--- config.mk ---
export PLATFORM = sky130hd
export DESIGN_NAME = otter_branch_predictor
export DESIGN_NICKNAME = d
export VERILOG_FILES = /design/src/rtl/otter_branch_predictor.sv
export SDC_FILE = /design/constraint.sdc
export NUM_CORES = 2
export LEC_CHECK = 0
export CORE_MARGIN = 8
export CORE_UTILIZATION = 55
export DETAILED_ROUTE_END_ITERATION = 10
export GPL_ROUTABILITY_DRIVEN = 1
export PLACE_DENSITY = 0.78
export SLEW_MARGIN = 20
export SYNTH_ARGS = -nofsm -noshare
export SYNTH_HDL_FRONTEND = slang
export SYNTH_SLANG_ARGS = --single-unit
--- constraint.sdc ---
create_clock -name CLK -period 5.65 [get_ports CLK]
set_input_delay 0.8475 -clock CLK [delete_from_list [all_inputs] [get_ports CLK]]
set_output_delay 0.8475 -clock CLK [all_outputs]
set_load 0.01 [all_outputs]
--- src/rtl/otter_branch_predictor.sv ---
// -----------------------------------------------------------------------------
// otter_branch_predictor
//   Dynamic branch predictor and branch target buffer for the pipelined OTTER
//   core. For the current fetch PC it gives a zero-latency taken/target
//   prediction, which is combinational on pc_f. Execute trains the table once
//   a branch or jump resolves. The same resolve logic tells Execute when it
//   must redirect.
//
//   Ports
//     CLK, RESET_N        clock and asynchronous active-low reset
//     pc_f, lookup_en     fetch PC; fetch-advancing qualifier (statistics only)
//     pred_taken_f        predicted taken for pc_f
//     pred_target_f       predicted next PC (BTB target or pc_f+4)
//     pred_idx_f          table index used; travels down the pipe
//     upd_*               resolved-instruction information from Execute
//     mispredict_e        Execute must redirect and flush
//     correct_pc_e        redirect PC
//     stat_lookups        saturating count of cycles with lookup_en high
//     stat_mispredicts    saturating count of cycles with mispredict_e high
//
//   HIST_BITS = 0 selects bimodal indexing. A value from 1 to IDX_BITS
//   selects gshare, where the index is XORed with a non-speculative global
//   history register.
// -----------------------------------------------------------------------------
module otter_branch_predictor #(
  parameter int XLEN      = 32,
  parameter int ENTRIES   = 16,
  parameter int TAG_BITS  = 8,
  parameter int HIST_BITS = 0,
  parameter int STAT_BITS = 32,
  localparam int IDX_BITS = $clog2(ENTRIES)
) (
  input  logic                 CLK,
  input  logic                 RESET_N,
  input  logic [XLEN-1:0]      pc_f,
  input  logic                 lookup_en,
  output logic                 pred_taken_f,
  output logic [XLEN-1:0]      pred_target_f,
  output logic [IDX_BITS-1:0]  pred_idx_f,
  input  logic                 upd_valid,
  input  logic [XLEN-1:0]      upd_pc,
  input  logic [IDX_BITS-1:0]  upd_idx,
  input  logic                 upd_is_branch,
  input  logic                 upd_is_jump,
  input  logic                 upd_taken,
  input  logic [XLEN-1:0]      upd_target,
  input  logic                 upd_pred_taken,
  input  logic [XLEN-1:0]      upd_pred_target,
  output logic                 mispredict_e,
  output logic [XLEN-1:0]      correct_pc_e,
  output logic [STAT_BITS-1:0] stat_lookups,
  output logic [STAT_BITS-1:0] stat_mispredicts
);

  localparam int TAG_LSB = IDX_BITS + 2;

  // Table storage (register array, asynchronous read)
  logic [ENTRIES-1:0]  valid_q;
  logic [ENTRIES-1:0]  jump_q;
  logic [TAG_BITS-1:0] tag_q    [ENTRIES];
  logic [XLEN-1:0]     target_q [ENTRIES];
  logic [1:0]          ctr_q    [ENTRIES];

  logic [STAT_BITS-1:0] lookups_q, mispred_q;

  // ---------------------------------------------------------------- lookup
  logic [IDX_BITS-1:0] pc_idx;
  logic [IDX_BITS-1:0] look_idx;
  logic [TAG_BITS-1:0] look_tag;
  logic                look_hit;

  assign pc_idx   = pc_f[IDX_BITS+1:2];
  assign look_tag = pc_f[TAG_LSB+TAG_BITS-1:TAG_LSB];

  generate
    if (HIST_BITS > 0) begin : g_gshare
      logic [HIST_BITS-1:0] ghr_q;
      logic [HIST_BITS-1:0] ghr_d;

      // The history is non-speculative. Only resolved conditional branches
      // shift it. The cast keeps the low HIST_BITS, so HIST_BITS=1 works too.
      assign ghr_d    = HIST_BITS'({ghr_q, upd_taken});
      assign look_idx = pc_idx ^ IDX_BITS'(ghr_q);

      always_ff @(posedge CLK or negedge RESET_N) begin
        if (!RESET_N) begin
          ghr_q <= '0;
        end else if (upd_valid && upd_is_branch) begin
          ghr_q <= ghr_d;
        end
      end
    end else begin : g_bimodal
      assign look_idx = pc_idx;
    end
  endgenerate

  assign look_hit      = valid_q[look_idx] && (tag_q[look_idx] == look_tag);
  assign pred_taken_f  = look_hit && (jump_q[look_idx] || ctr_q[look_idx][1]);
  assign pred_target_f = pred_taken_f ? target_q[look_idx] : pc_f + XLEN'(4);
  assign pred_idx_f    = look_idx;

  // --------------------------------------------------------------- resolve
  assign mispredict_e = upd_valid &&
                        ((upd_taken != upd_pred_taken) ||
                         (upd_taken && (upd_target != upd_pred_target)));
  assign correct_pc_e = upd_taken ? upd_target : upd_pc + XLEN'(4);

  // -------------------------------------------------------------- training
  logic [TAG_BITS-1:0] upd_tag;
  logic                upd_hit;
  logic                wr_en_d;
  logic                wr_valid_d;
  logic                wr_jump_d;
  logic [TAG_BITS-1:0] wr_tag_d;
  logic [XLEN-1:0]     wr_target_d;
  logic [1:0]          wr_ctr_d;

  assign upd_tag = upd_pc[TAG_LSB+TAG_BITS-1:TAG_LSB];
  assign upd_hit = valid_q[upd_idx] && (tag_q[upd_idx] == upd_tag);

  always_comb begin
    wr_en_d     = 1'b0;
    wr_valid_d  = valid_q[upd_idx];
    wr_jump_d   = jump_q[upd_idx];
    wr_tag_d    = tag_q[upd_idx];
    wr_target_d = target_q[upd_idx];
    wr_ctr_d    = ctr_q[upd_idx];
    if (upd_valid) begin
      if (upd_is_jump) begin
        wr_en_d     = 1'b1;
        wr_valid_d  = 1'b1;
        wr_jump_d   = 1'b1;
        wr_tag_d    = upd_tag;
        wr_target_d = upd_target;
        wr_ctr_d    = 2'b11;
      end else if (upd_is_branch) begin
        if (upd_hit) begin
          wr_en_d = 1'b1;
          if (upd_taken) begin
            wr_ctr_d    = (ctr_q[upd_idx] == 2'b11) ? 2'b11 : ctr_q[upd_idx] + 2'd1;
            wr_target_d = upd_target;
          end else begin
            wr_ctr_d    = (ctr_q[upd_idx] == 2'b00) ? 2'b00 : ctr_q[upd_idx] - 2'd1;
          end
        end else if (upd_taken) begin
          // Allocate weakly-taken, evicting whatever aliased here.
          wr_en_d     = 1'b1;
          wr_valid_d  = 1'b1;
          wr_jump_d   = 1'b0;
          wr_tag_d    = upd_tag;
          wr_target_d = upd_target;
          wr_ctr_d    = 2'b10;
        end
      end else if (upd_hit) begin
        // A non-control instruction matched an entry, so the entry is stale.
        wr_en_d    = 1'b1;
        wr_valid_d = 1'b0;
      end
    end
  end

  always_ff @(posedge CLK or negedge RESET_N) begin
    if (!RESET_N) begin
      valid_q <= '0;
      jump_q  <= '0;
      for (int i = 0; i < ENTRIES; i++) begin
        tag_q[i]    <= '0;
        target_q[i] <= '0;
        ctr_q[i]    <= 2'b01;
      end
    end else if (wr_en_d) begin
      valid_q[upd_idx]  <= wr_valid_d;
      jump_q[upd_idx]   <= wr_jump_d;
      tag_q[upd_idx]    <= wr_tag_d;
      target_q[upd_idx] <= wr_target_d;
      ctr_q[upd_idx]    <= wr_ctr_d;
    end
  end

  // ------------------------------------------------------------ statistics
  always_ff @(posedge CLK or negedge RESET_N) begin
    if (!RESET_N) begin
      lookups_q <= '0;
      mispred_q <= '0;
    end else begin
      if (lookup_en && (lookups_q != '1)) lookups_q <= lookups_q + 1'b1;
      if (mispredict_e && (mispred_q != '1)) mispred_q <= mispred_q + 1'b1;
    end
  end

  assign stat_lookups     = lookups_q;
  assign stat_mispredicts = mispred_q;

endmodule

# After elaboration in Yosys (flattened, before gate mapping)
# Cells that the tools add are included.
# totals
output_inout_bits	134
reg_bits	768
word_cells	160
input_bits	140
# op_classes
n_mux	75
eq_ne	7
bitwise_logic	2
add_sub_neg	6
magnitude_cmp	6
reduce_logical	12
# op_table
operator	count
$bwmux W512	1
$mux W32	11
$bmux W32 S4	2
$bwmux W128	1
$demux W32 S4	1
$mux W8	10
$add A32 B1 Y32 const B	2
$add A32 B3 Y32 const B	2
$bmux W8 S4	2
$ne A32 B32 Y1 const B	2
$bwmux W16	2
$bwmux W32	1
$demux W8 S4	1
$ne A32 B32 Y1	1
$mux W2	13
$mux W1	22
$bmux W1 S4	4
$bmux W2 S4	2
$eq A8 B8 Y1	2
$ge A5 B5 Y1 const B	2
$lt A4 B5 Y1 const B	2
$not A4 Y5	2
$logic_and A1 B1 Y1	9
$demux W2 S4	1
9 further kinds	10

# Depth between registers and ports, before layout
# depth
word_depth	12
depth_mapped	15
depth_no_buf	9

# Worst setup path before layout
# OpenSTA, ideal clock, no wires.
# synth_timing
kind	input -> output
from	input port pc_f[2]
to	output port pred_target_f[22]
path_slack_ns	0.688
required_time_ns	4.803
t_arrival_ns	4.115
cell_stages	11
path_buffers	5
path_cell_list	clkbuf_1 buf_1 mux4_2 mux4_2 xnor2_1 o211ai_1 or4_1 clkbuf_1 buf_2 clkbuf_1 a21oi_1
# synth_via
elab_chain_cells	8
elab_cells_between_ends	20
classes_between	add/sub: 1; eq/ne: 1; mux: 14; bitwise: 1; reduce/logical: 3
# synth_rtl
element	line_no	text
from (decl)	35	input logic [XLEN-1:0] pc_f,
$not A4 Y5 (not written as such)	97, 98, 99	
$bmux W8 S4	97	assign look_hit = valid_q[look_idx] && (tag_q[look_idx] == look_tag);
$mux W8 (not written as such) (2 in a row)	97	
$eq A8 B8 Y1	97	
$logic_and A1 B1 Y1	97	
$logic_and A1 B1 Y1	98	assign pred_taken_f = look_hit && (jump_q[look_idx] || ctr_q[look_idx][1]);
$mux W32 *	99	assign pred_target_f = pred_taken_f ? target_q[look_idx] : pc_f + XLEN'(4);
to (decl)	38	output logic [XLEN-1:0] pred_target_f,
# Every way passes the cells marked *; elsewhere a longest branch is shown, timed or not. The select of a mux whose other input is x is not followed.

# Final worst setup path
# layout_timing
from	input port pc_f[2]
to	output port pred_target_f[12]
# The elaborated chain is that of the path after synthesis.

==> results.toml <==
[global_routing]
grt_use_total_pct = 29.88
overflow = 0
grt_pass1_wl_mm = 196.2
grt_pass1_vias = 30720
grt_max_degree = 146
grt_antenna_before_repair = 3

[floorplanning]
core-area_um2 = 77210
die_h_um = 294.9
start_util_pct = 55.40
pin_count = 274
dieArea_um2 = 86960
die_x_um = 294.9
rows = 102

[placed_design]
dp.cells = 4134
routabilityCongestion = 0.9638
io_buffers = 273
hpwlAfterDp_mm = 84.93

[power]
max-vdd-ir-drop_mv = 0.2533
p_leak_uw = 0.02147
power_density_nw_per_um2 = 337.5

[drt]
drt_pass1_iterations = 6
via_per_inst = 6.770
wl_per_cell_um = 30.37
drtIter0Drc = 2784
drc_errors = 0
vias = 29030
finalWirelength_mm = 130.2
final_antenna_net_count = 0

[sta]
tightestPinTransition_ns = 1.120
tns_ns = 0
relSlewSlack_pct = 23.18
max_freq_mhz = 187.9
hold_viol_final = 0
fin_crit_ns = 5.322
rsz0062_at_grt = "no"
hold_ws_ns = 0.2394
fin_worst_skew_ns = 0.03751
slew_viol_final = 0
setup_viol = 0
fin_crit_sh_pct = 94.20

[synthesis]
synth_seq_area_share_pct = 44.97
synth_cells = 2975
synth_top_area_share_pct = 43.99
yosys_warnings = 0
synth_common_cells = "dfrtp_1, mux2_2, mux4_2"
syn_area_um2 = 42780
synth-seq-cells = 768
ys.flop_type = "dfrtp_1"
yosysUniqueCellTypes = 59
synth.net_count = 3119
synth_edf_count = 0
synthTopCellsByArea = "dfrtp_1, mux4_2, mux2_2"
yosysTopAreaCell = "dfrtp_1"
synth-async-reset-ratio_pct = 100.0
synth_area_per_cell_um2 = 14.38
synth.most_common_cell = "dfrtp_1"

[clock_network]
clk_path_buf_depth = 3
cts_resized = 0
clk_latency_ns = 0.67
cts.sinks = 768
cts_max_level = 3
root_buffer = "clkbuf_16"
holdBufCountCts = 0
cts_buffers = 85
post_cts_buffers = 0
clk_pin_slew_ns = 0.06
tritoncts = "done"

[finish]
diodes = 0
drive_above_1_share_pct = 40.98
fin_cells = 4288
n_fill_cell = 5381
nNetsFinal = 3325
area_growth_syn_to_layout_pct = 16.15

[critical_path]
end_kind = "output port"
path_cells = "buf_8 -> mux4_2 -> mux4_2 -> xnor2_1 -> nand2_1 -> or4_2 -> buf_4 -> a21oi_1 -> clkdlybuf4s50_1"
start_kind = "input pin"
worstSetupPathType = "input pin to output port"
worstPathMaxFanout = 48
cp-startpoint = "pc_f[2]"
crit_arrival_ns = 4.47
slowest_delay_ns = 0.73
cpMostUsedCell = "mux4_2"
cp_slowest_cell = "or4_2"
cp.required_ns = 4.80
r2r_start = "tag_q[36]$_DFFE_PN0P_"

[run]
max-cap-violations = 0

[run_status]
outcome = "finished clean"

[min_path]
hold_path.class = "input pin to asynchronous set/reset pin"
## metal layers
metal / vias to the layer above / track usage (%) / share of wire [%]
li1: 11720 / - / -
met1: 15370 / 38.85 / 37
met2: 1582 / 47.24 / 48
met3: 363 / 8.049 / 10
met4: 4 / 13.20 / 4.6
met5: - / 0 / 0.018
## path summary, 6_finish.rpt
path	endpoint	slack (ns)	cells after the start
worst max register to register	tag_q[81]$_DFFE_PN0P_	1.50	8
min in group CLK	stat_lookups[17]$_DFFE_PN0P_	0.50	1
max in group asynchronous	tag_q[103]$_DFFE_PN0P_	3.97	2
worst min-delay path	stat_mispredicts[11]$_DFFE_PN0P_	0.24	1
worst max-delay path	pred_target_f[12]	0.33	9
worst min register to register	stat_lookups[17]$_DFFE_PN0P_	0.50	1
## layout make-up
cell class                      count  area, um^2  share of cell area, %
Clock inverter                     34       493.0                 0.9922
Multi-Input combinational cell   1931       22250                  44.78
Inverter                           24       90.09                 0.1813
Timing Repair Buffer              371        3906                  7.862
Clock buffer                      120        2409                  4.848
Sequential cell                   768       19240                  38.72
Tap cell                         1040        1301                  2.619
## where the power goes
part / switching [uW] / internal (uW)
sequential: 818 / 6540
combinational: 1590 / 2120
clock: 2400 / 3300
total: 4810 / 12000
## cell families after synthesis
logic type,share of synthesized area (%)
AOI/OAI and AO/OA,2.597
xor gates and xnor gates,3.276
adders and majority gates,0.1170
buffers and inverters,3.109
DFF,44.97
muxes,40.23
and+or+nand+nor,5.701
## cell usage in the layout, fill, tap and decap left out, drive strengths merged, types with 9 or more instances in the layout
master	n
clkbuf	120
dfrtp	752
inv	28
dfstp	16
and4	12
o32a	33
o21ai	50
nor2	93
mux4	402
xnor2	71
nand4	30
nor3	22
and3	20
buf	108
and2	10
mux2i	37
a21oi	33
mux2	690
nand2	182
clkinv	17
nor4	11
nand3	63
o211ai	11
nor2b	9
clkdlybuf4s50	263
xor2	89
## through the flow
stage	total power, uW	cell area, um^2	setup WS, ns	utilization (%)
2_1_floorplan	9747	42780	0.6877	-
3_3_place_gp	10800	46780	0.4048	60.58
3_5_place_dp	11090	46780	0.3883	60.58
4_1_cts	16790	49680	0.3512	64.34
5_1_grt	17410	49690	0.1692	64.35
6_report	16770	49690	0.3276	64.35
## flip-flops by register name, summed over array words and instances, names as in the netlist
name              count
valid_q              16
stat_mispredicts     32
jump_q               16
tag_q               128
stat_lookups         32
target_q            512
ctr_q                32
## worst max-delay path: cells and delay by family
| kind | cells | cell delay (ns) |
|---|---|---|
| xor gates and xnor gates | 1 | 0.21 |
| and+or+nand+nor | 2 | 0.82 |
| AOI/OAI and AO/OA | 1 | 0.23 |
| buffers and inverters | 3 | 1.24 |
| muxes | 2 | 1.06 |
No activity file was read; power rests on OpenSTA's default activity.
